===== src/rtl/alu_exec_unit.sv =====
// Execute-stage ALU with valid/ready on both sides; shifts iterate one bit per cycle
// unless ALU_EXEC_FAST_SHIFT_EN selects a single-cycle barrel shifter.
module alu_exec_unit #(
  parameter int XLEN = 32
) (
  input  logic            clk,
  input  logic            rst,
  input  logic            in_valid,
  output logic            in_ready,
  input  logic [4:0]      in_op,
  input  logic [XLEN-1:0] in_a,
  input  logic [XLEN-1:0] in_b,
  output logic            out_valid,
  input  logic            out_ready,
  output logic [XLEN-1:0] out_result,
  output logic            out_taken,
  output logic            out_err,
  output logic            dbg_state
);

  localparam logic [4:0] OP_ADD  = 5'd0,  OP_SUB  = 5'd1,  OP_SLL  = 5'd2,  OP_SLT  = 5'd3;
  localparam logic [4:0] OP_SLTU = 5'd4,  OP_XOR  = 5'd5,  OP_SRL  = 5'd6,  OP_SRA  = 5'd7;
  localparam logic [4:0] OP_OR   = 5'd8,  OP_AND  = 5'd9,  OP_JALR = 5'd10, OP_BEQ  = 5'd11;
  localparam logic [4:0] OP_BNE  = 5'd12, OP_BLT  = 5'd13, OP_BGE  = 5'd14, OP_BLTU = 5'd15;
  localparam logic [4:0] OP_BGEU = 5'd16, OP_IMM  = 5'd17;

  // Handshake: a transfer happens on a rising edge where valid && ready; the
  // producer holds its payload stable while valid && !ready.
  logic            accept;
  logic [4:0]      shamt;
  logic [XLEN-1:0] sum;
  logic [XLEN-1:0] calc_result;
  logic            calc_taken;
  logic            calc_err;

  logic            out_valid_q, out_valid_d;
  logic [XLEN-1:0] out_result_q, out_result_d;
  logic            out_taken_q, out_taken_d;
  logic            out_err_q, out_err_d;

  assign shamt  = in_b[4:0];
  assign sum    = in_a + in_b;
  assign accept = in_valid && in_ready;

  always_comb begin
    calc_result = '0;
    calc_taken  = 1'b0;
    calc_err    = 1'b0;
    case (in_op)
      OP_ADD:  calc_result = sum;
      OP_SUB:  calc_result = in_a - in_b;
      OP_SLT:  calc_result = {{(XLEN-1){1'b0}}, $signed(in_a) < $signed(in_b)};
      OP_SLTU: calc_result = {{(XLEN-1){1'b0}}, in_a < in_b};
      OP_XOR:  calc_result = in_a ^ in_b;
      OP_OR:   calc_result = in_a | in_b;
      OP_AND:  calc_result = in_a & in_b;
      OP_JALR: calc_result = {sum[XLEN-1:1], 1'b0};
`ifdef ALU_EXEC_FAST_SHIFT_EN
      OP_SLL:  calc_result = in_a << shamt;
      OP_SRL:  calc_result = in_a >> shamt;
      OP_SRA:  calc_result = XLEN'($signed(in_a) >>> shamt);
`else
      // Only reached with shamt == 0; nonzero amounts go through the SHIFT state.
      OP_SLL, OP_SRL, OP_SRA: calc_result = in_a;
`endif
      OP_BEQ:  calc_taken = (in_a == in_b);
      OP_BNE:  calc_taken = (in_a != in_b);
      OP_BLT:  calc_taken = ($signed(in_a) < $signed(in_b));
      OP_BGE:  calc_taken = ($signed(in_a) >= $signed(in_b));
      OP_BLTU: calc_taken = (in_a < in_b);
      OP_BGEU: calc_taken = (in_a >= in_b);
      OP_IMM:  calc_result = in_b;
      default: calc_err = 1'b1;
    endcase
  end

`ifdef ALU_EXEC_FAST_SHIFT_EN
  assign in_ready  = !out_valid_q || out_ready;
  assign dbg_state = 1'b0;

  always_comb begin
    out_valid_d  = out_valid_q;
    out_result_d = out_result_q;
    out_taken_d  = out_taken_q;
    out_err_d    = out_err_q;
    if (out_valid_q && out_ready) out_valid_d = 1'b0;
    if (accept) begin
      out_valid_d  = 1'b1;
      out_result_d = calc_result;
      out_taken_d  = calc_taken;
      out_err_d    = calc_err;
    end
  end
`else
  typedef enum logic {IDLE = 1'b0, SHIFT = 1'b1} state_t;

  state_t          state_q, state_d;
  logic [XLEN-1:0] work_q, work_d, work_step;
  logic [4:0]      cnt_q, cnt_d;
  logic [4:0]      op_q, op_d;
  logic            start_shift;

  assign in_ready    = (state_q == IDLE) && (!out_valid_q || out_ready);
  assign dbg_state   = state_q;
  assign start_shift = ((in_op == OP_SLL) || (in_op == OP_SRL) || (in_op == OP_SRA)) && (shamt != 5'd0);

  always_comb begin
    case (op_q)
      OP_SLL:  work_step = {work_q[XLEN-2:0], 1'b0};
      OP_SRL:  work_step = {1'b0, work_q[XLEN-1:1]};
      default: work_step = {work_q[XLEN-1], work_q[XLEN-1:1]};
    endcase
  end

  always_comb begin
    state_d      = state_q;
    work_d       = work_q;
    cnt_d        = cnt_q;
    op_d         = op_q;
    out_valid_d  = out_valid_q;
    out_result_d = out_result_q;
    out_taken_d  = out_taken_q;
    out_err_d    = out_err_q;
    if (out_valid_q && out_ready) out_valid_d = 1'b0;
    case (state_q)
      IDLE: begin
        if (accept) begin
          out_result_d = calc_result;
          out_taken_d  = calc_taken;
          out_err_d    = calc_err;
          if (start_shift) begin
            out_result_d = '0;
            work_d       = in_a;
            cnt_d        = shamt;
            op_d         = in_op;
            state_d      = SHIFT;
          end else begin
            out_valid_d  = 1'b1;
          end
        end
      end
      SHIFT: begin
        work_d = work_step;
        cnt_d  = cnt_q - 5'd1;
        if (cnt_q == 5'd1) begin
          state_d      = IDLE;
          out_valid_d  = 1'b1;
          out_result_d = work_step;
          out_taken_d  = 1'b0;
          out_err_d    = 1'b0;
        end
      end
      default: state_d = IDLE;
    endcase
  end

  always_ff @(posedge clk) begin
    if (rst) begin
      state_q <= IDLE;
      work_q  <= '0;
      cnt_q   <= '0;
      op_q    <= '0;
    end else begin
      state_q <= state_d;
      work_q  <= work_d;
      cnt_q   <= cnt_d;
      op_q    <= op_d;
    end
  end
`endif

  always_ff @(posedge clk) begin
    if (rst) begin
      out_valid_q  <= 1'b0;
      out_result_q <= '0;
      out_taken_q  <= 1'b0;
      out_err_q    <= 1'b0;
    end else begin
      out_valid_q  <= out_valid_d;
      out_result_q <= out_result_d;
      out_taken_q  <= out_taken_d;
      out_err_q    <= out_err_d;
    end
  end

  assign out_valid  = out_valid_q;
  assign out_result = out_result_q;
  assign out_taken  = out_taken_q;
  assign out_err    = out_err_q;

endmodule


===== config.mk =====
export PLATFORM = sky130hd
export DESIGN_NAME = alu_exec_unit
export DESIGN_NICKNAME = d
export VERILOG_FILES = /design/src/rtl/alu_exec_unit.sv
export SDC_FILE = /design/constraint.sdc
export NUM_CORES = 1
export LEC_CHECK = 0
export ABC_AREA = 1
export BUFFER_PORTS_ARGS = -buffer_cell sky130_fd_sc_hd__buf_2
export CAP_MARGIN = 20
export CELL_PAD_IN_SITES_DETAIL_PLACEMENT = 1
export CELL_PAD_IN_SITES_GLOBAL_PLACEMENT = 1
export CORE_MARGIN = 2
export CORE_UTILIZATION = 35
export CTS_CLUSTER_DIAMETER = 30
export DETAILED_ROUTE_END_ITERATION = 16
export HOLD_SLACK_MARGIN = 0.03
export PLACE_DENSITY_LB_ADDON = 0.08
export SETUP_SLACK_MARGIN = 0.05
export SYNTH_ARGS = -nofsm -noshare
export SYNTH_HDL_FRONTEND = slang
export SYNTH_SLANG_ARGS = --single-unit

===== constraint.sdc =====
create_clock -name clk -period 2 [get_ports clk]
set_input_delay 0.2 -clock clk [delete_from_list [all_inputs] [get_ports clk]]
set_output_delay 0.2 -clock clk [all_outputs]
set_load 0.03 [all_outputs]

==> flow_summary.ini <==
[timing]
fin_ws_ps = 10.68
rsz0062_at_grt = true
min_period_over_period = 0.9947
whs_ps = 177.5
setup_viol = 0
drv_slew = 0
finalHoldViolations = 0
period_minus_slack_ps = 1989
tightest_slew_ps = 570.9
relSlewSlack = 0.6154
fin_worst_skew_ps = 17.40
fin_tns_setup_ps = 0
fmax_mhz = 502.7

[floorplanning]
rows = 61
core_mm2 = 0.02763
die_y_um = 171.0
pin_count = 110
die_w_um = 171.0
fp.dieArea_mm2 = 0.02925
start_util = 0.3535

[critical_path]
crit_top_cell = nand2_1
r2r_end = work_q[15]
cpMaxStageDelayCell = a21oi_1
worstPathMaxFanout = 3
required_ps = 2290
cp_num_cells = 15
max_stage_delay_ps = 310
worstSetupStartpoint = in_a[22]
start_kind = input pin
arrival_ps = 2280
timing.rr.start = op_q[0]
r2r_cells = 6
crit_chain = buf_2 > buf_4 > ha_1 > buf_4 > a21oi_1 > o21ai_0 > nand2_1 > nand3_1 > a21oi_2 > nand2_1 > nand2_1 > nand3_1 > nand3_2 > nand2_1 > a21oi_1
crit_end = out_result[30]
crit_buf_inv = 3
r2r_slack_ps = 100
path_class = input pin to flop
cp_top_family = compound AO/OA/AOI/OAI gates
cp-end-kind = flop

[drt]
finalWirelength_mm = 56.14
via_per_inst = 5.581
drt_iter0_drc = 1337
drcViolationCount = 0
via_count = 14275
wl_per_cell_um = 21.95
detail_route.first_pass.iterations = 7
antenna_left = 0

[power_and_ir_drop]
cellPowerDensity_mw_per_mm2 = 473.0
ir_worst_vdd_mv = 0.4295
p_leak_nw = 7.621

[clocking]
cts_tree = built
htree_num_levels = 3
clkLatencyLatePin_ps = 360
clockBufferDepth = 2
clk_pin_slew_ps = 70
cts_hold_buf = 0
clockRootBuffer = clkbuf_16
cts.sinks = 78
numCtsBuffers = 9

[cells_and_area]
final_cell_area_mm2 = 0.01570
final_common_cell = buf_4
area_delta_synth_final_pct = 60.81
drive_above_1_share = 0.4167
final_cells = 2558
nets = 2347
layout_common_cells = 442 x buf_4, 289 x nand2_1, 214 x inv_1, 126 x o21ai_0, 106 x buf_2
fillers = 3764

[yosys]
yosys_warnings = 0
synth_top_area_frac = 0.1599
syn_area_per_cell_um2 = 5.844
ys_seq_area_frac = 0.1599
syn-num-nets = 1844
yosysTopAreaCell = dfxtp_1
ys_ff_latch = 78
netlist_instances = 1671
syn-cell-area_mm2 = 0.009766
ys_types = 45
synthArstFlopShare = 0
synth_edf_count = 0
synth-main-ff-cell = dfxtp_1
ys_top_cells_by_area = dfxtp_1 16%, nand2_1 14%, ha_1 13%, inv_1 9.5%, o21ai_0 7.6%

[global_route]
grt_pass1_vias = 14292
grt_pass1_wl_mm = 81.56
grt_antenna_before_repair = 2
grt_start_max_net_pins = 67
track_usage = 0.3659
grt_overflow = 0

[placed_design]
post-dp-hpwl_mm = 43.55
gp_congestion = 0.9977
dpl_cell_area_mm2 = 0.01376
io_buffer_count = 109
placed_cells = 2515
place_ws_ps = -666.6

[min_path]
hold_path.class = input pin to flop
min_path_cells = 3

[flow_run]
cap_violations = 0

[run_status]
status = complete, no violations
## worst min path at each step
stage / startpoint / to
after floorplan: in_b[0] / cnt_q[0]
after global placement: op_q[4] / op_q[4]
after CTS: in_valid / out_valid
after global routing: in_valid / out_valid
final: in_valid / out_valid
after detailed placement: op_q[1] / op_q[1]
## worst register-to-register path: stages (launching register included)
cell and delay [ps]:
dfxtp_1 320, nor4_2 320, nand2_1 140, buf_12 200, a21oi_1 140, o21ai_0 230, a221oi_1 430
## layout make-up
class | instances | area, um2 | area share
Antenna cell | 1 | 2.502 | 0.0001593
Timing Repair Buffer | 564 | 4083 | 0.2600
Clock inverter | 6 | 71.32 | 0.004541
Sequential cell | 78 | 1563 | 0.09951
Multi-Input combinational cell | 1264 | 8312 | 0.5293
Tap cell | 378 | 473.0 | 0.03012
Inverter | 257 | 970.9 | 0.06183
Clock buffer | 10 | 229.0 | 0.01458
## metal layers
metal | part of all wire | track usage | vias up | wire (um)
met5 | 0.00023 | 0 | - | 13
met4 | 0.021 | 0.07443 | 2 | 1196
met3 | 0.072 | 0.04279 | 94 | 4064
met2 | 0.45 | 0.5892 | 540 | 25320
met1 | 0.46 | 0.5237 | 7038 | 25550
li1 | - | - | 6601 | -
## stage by stage
step	util	power, mW
detailed placement	0.4981	5.012
global route	0.5683	7.742
finish	0.5684	7.428
floorplan	-	3.237
CTS	0.5291	6.934
global placement	0.4980	4.941
## kinds of logic (layout without fill, tap and decap cells)
| family | count (synthesis) | count (layout) | synth area share |
|---|---|---|---|
| buffers and inverters | 329 | 837 | 0.1331 |
| adders and majority gates | 100 | 100 | 0.1297 |
| DFF | 78 | 78 | 0.1599 |
| and+or+nand+nor | 713 | 713 | 0.3076 |
| AOI/OAI and AO/OA | 446 | 446 | 0.2652 |
| xor gates and xnor gates | 5 | 5 | 0.004484 |
| other | 0 | 1 | 0 |
## sequential cells by signal, summed over array words and instances (netlist names)
| signal | cells |
|---|---|
| out_result | 32 |
| work_q | 32 |
| cnt_q | 5 |
| op_q | 5 |
| dbg_state | 1 |
| out_err | 1 |
| out_taken | 1 |
| out_valid | 1 |
## power breakdown
group / internal, mW / switching, mW / leakage (nW)
Sequential: 1.65 / 0.0729 / 0.638
Clock: 0.979 / 0.781 / 0.139
Combinational: 1.64 / 2.30 / 6.84
Total: 4.27 / 3.15 / 7.62
## timing repair
action	4_1_cts	5_1_grt
setup endpoints to repair	28	43
gates resized for setup	127	265
pin swaps	25	72
gates cloned	0	0
buffers inserted	11	15
## cells in the mapped netlist (3+ instances only)
cell      instances
buf_2            26
nor2_2            4
o22ai_1          48
nand4_1          14
inv_2            10
o21a_1            3
dfxtp_1          78
o21ai_0         148
inv_1           246
o211ai_1         11
a31oi_1          35
nand3_2           3
nor2_4            4
nor3_1           23
nand2_1         365
a21oi_1         133
a211oi_1         20
nand3_1         141
nor4_1            4
a221oi_1         18
buf_1             6
buf_6             3
or2_2             3
xor2_1            5
o21bai_1         10
nor2_1          149
clkbuf_1         33
ha_1             98
o221ai_1          8
Power figures use the tool's default switching activity.
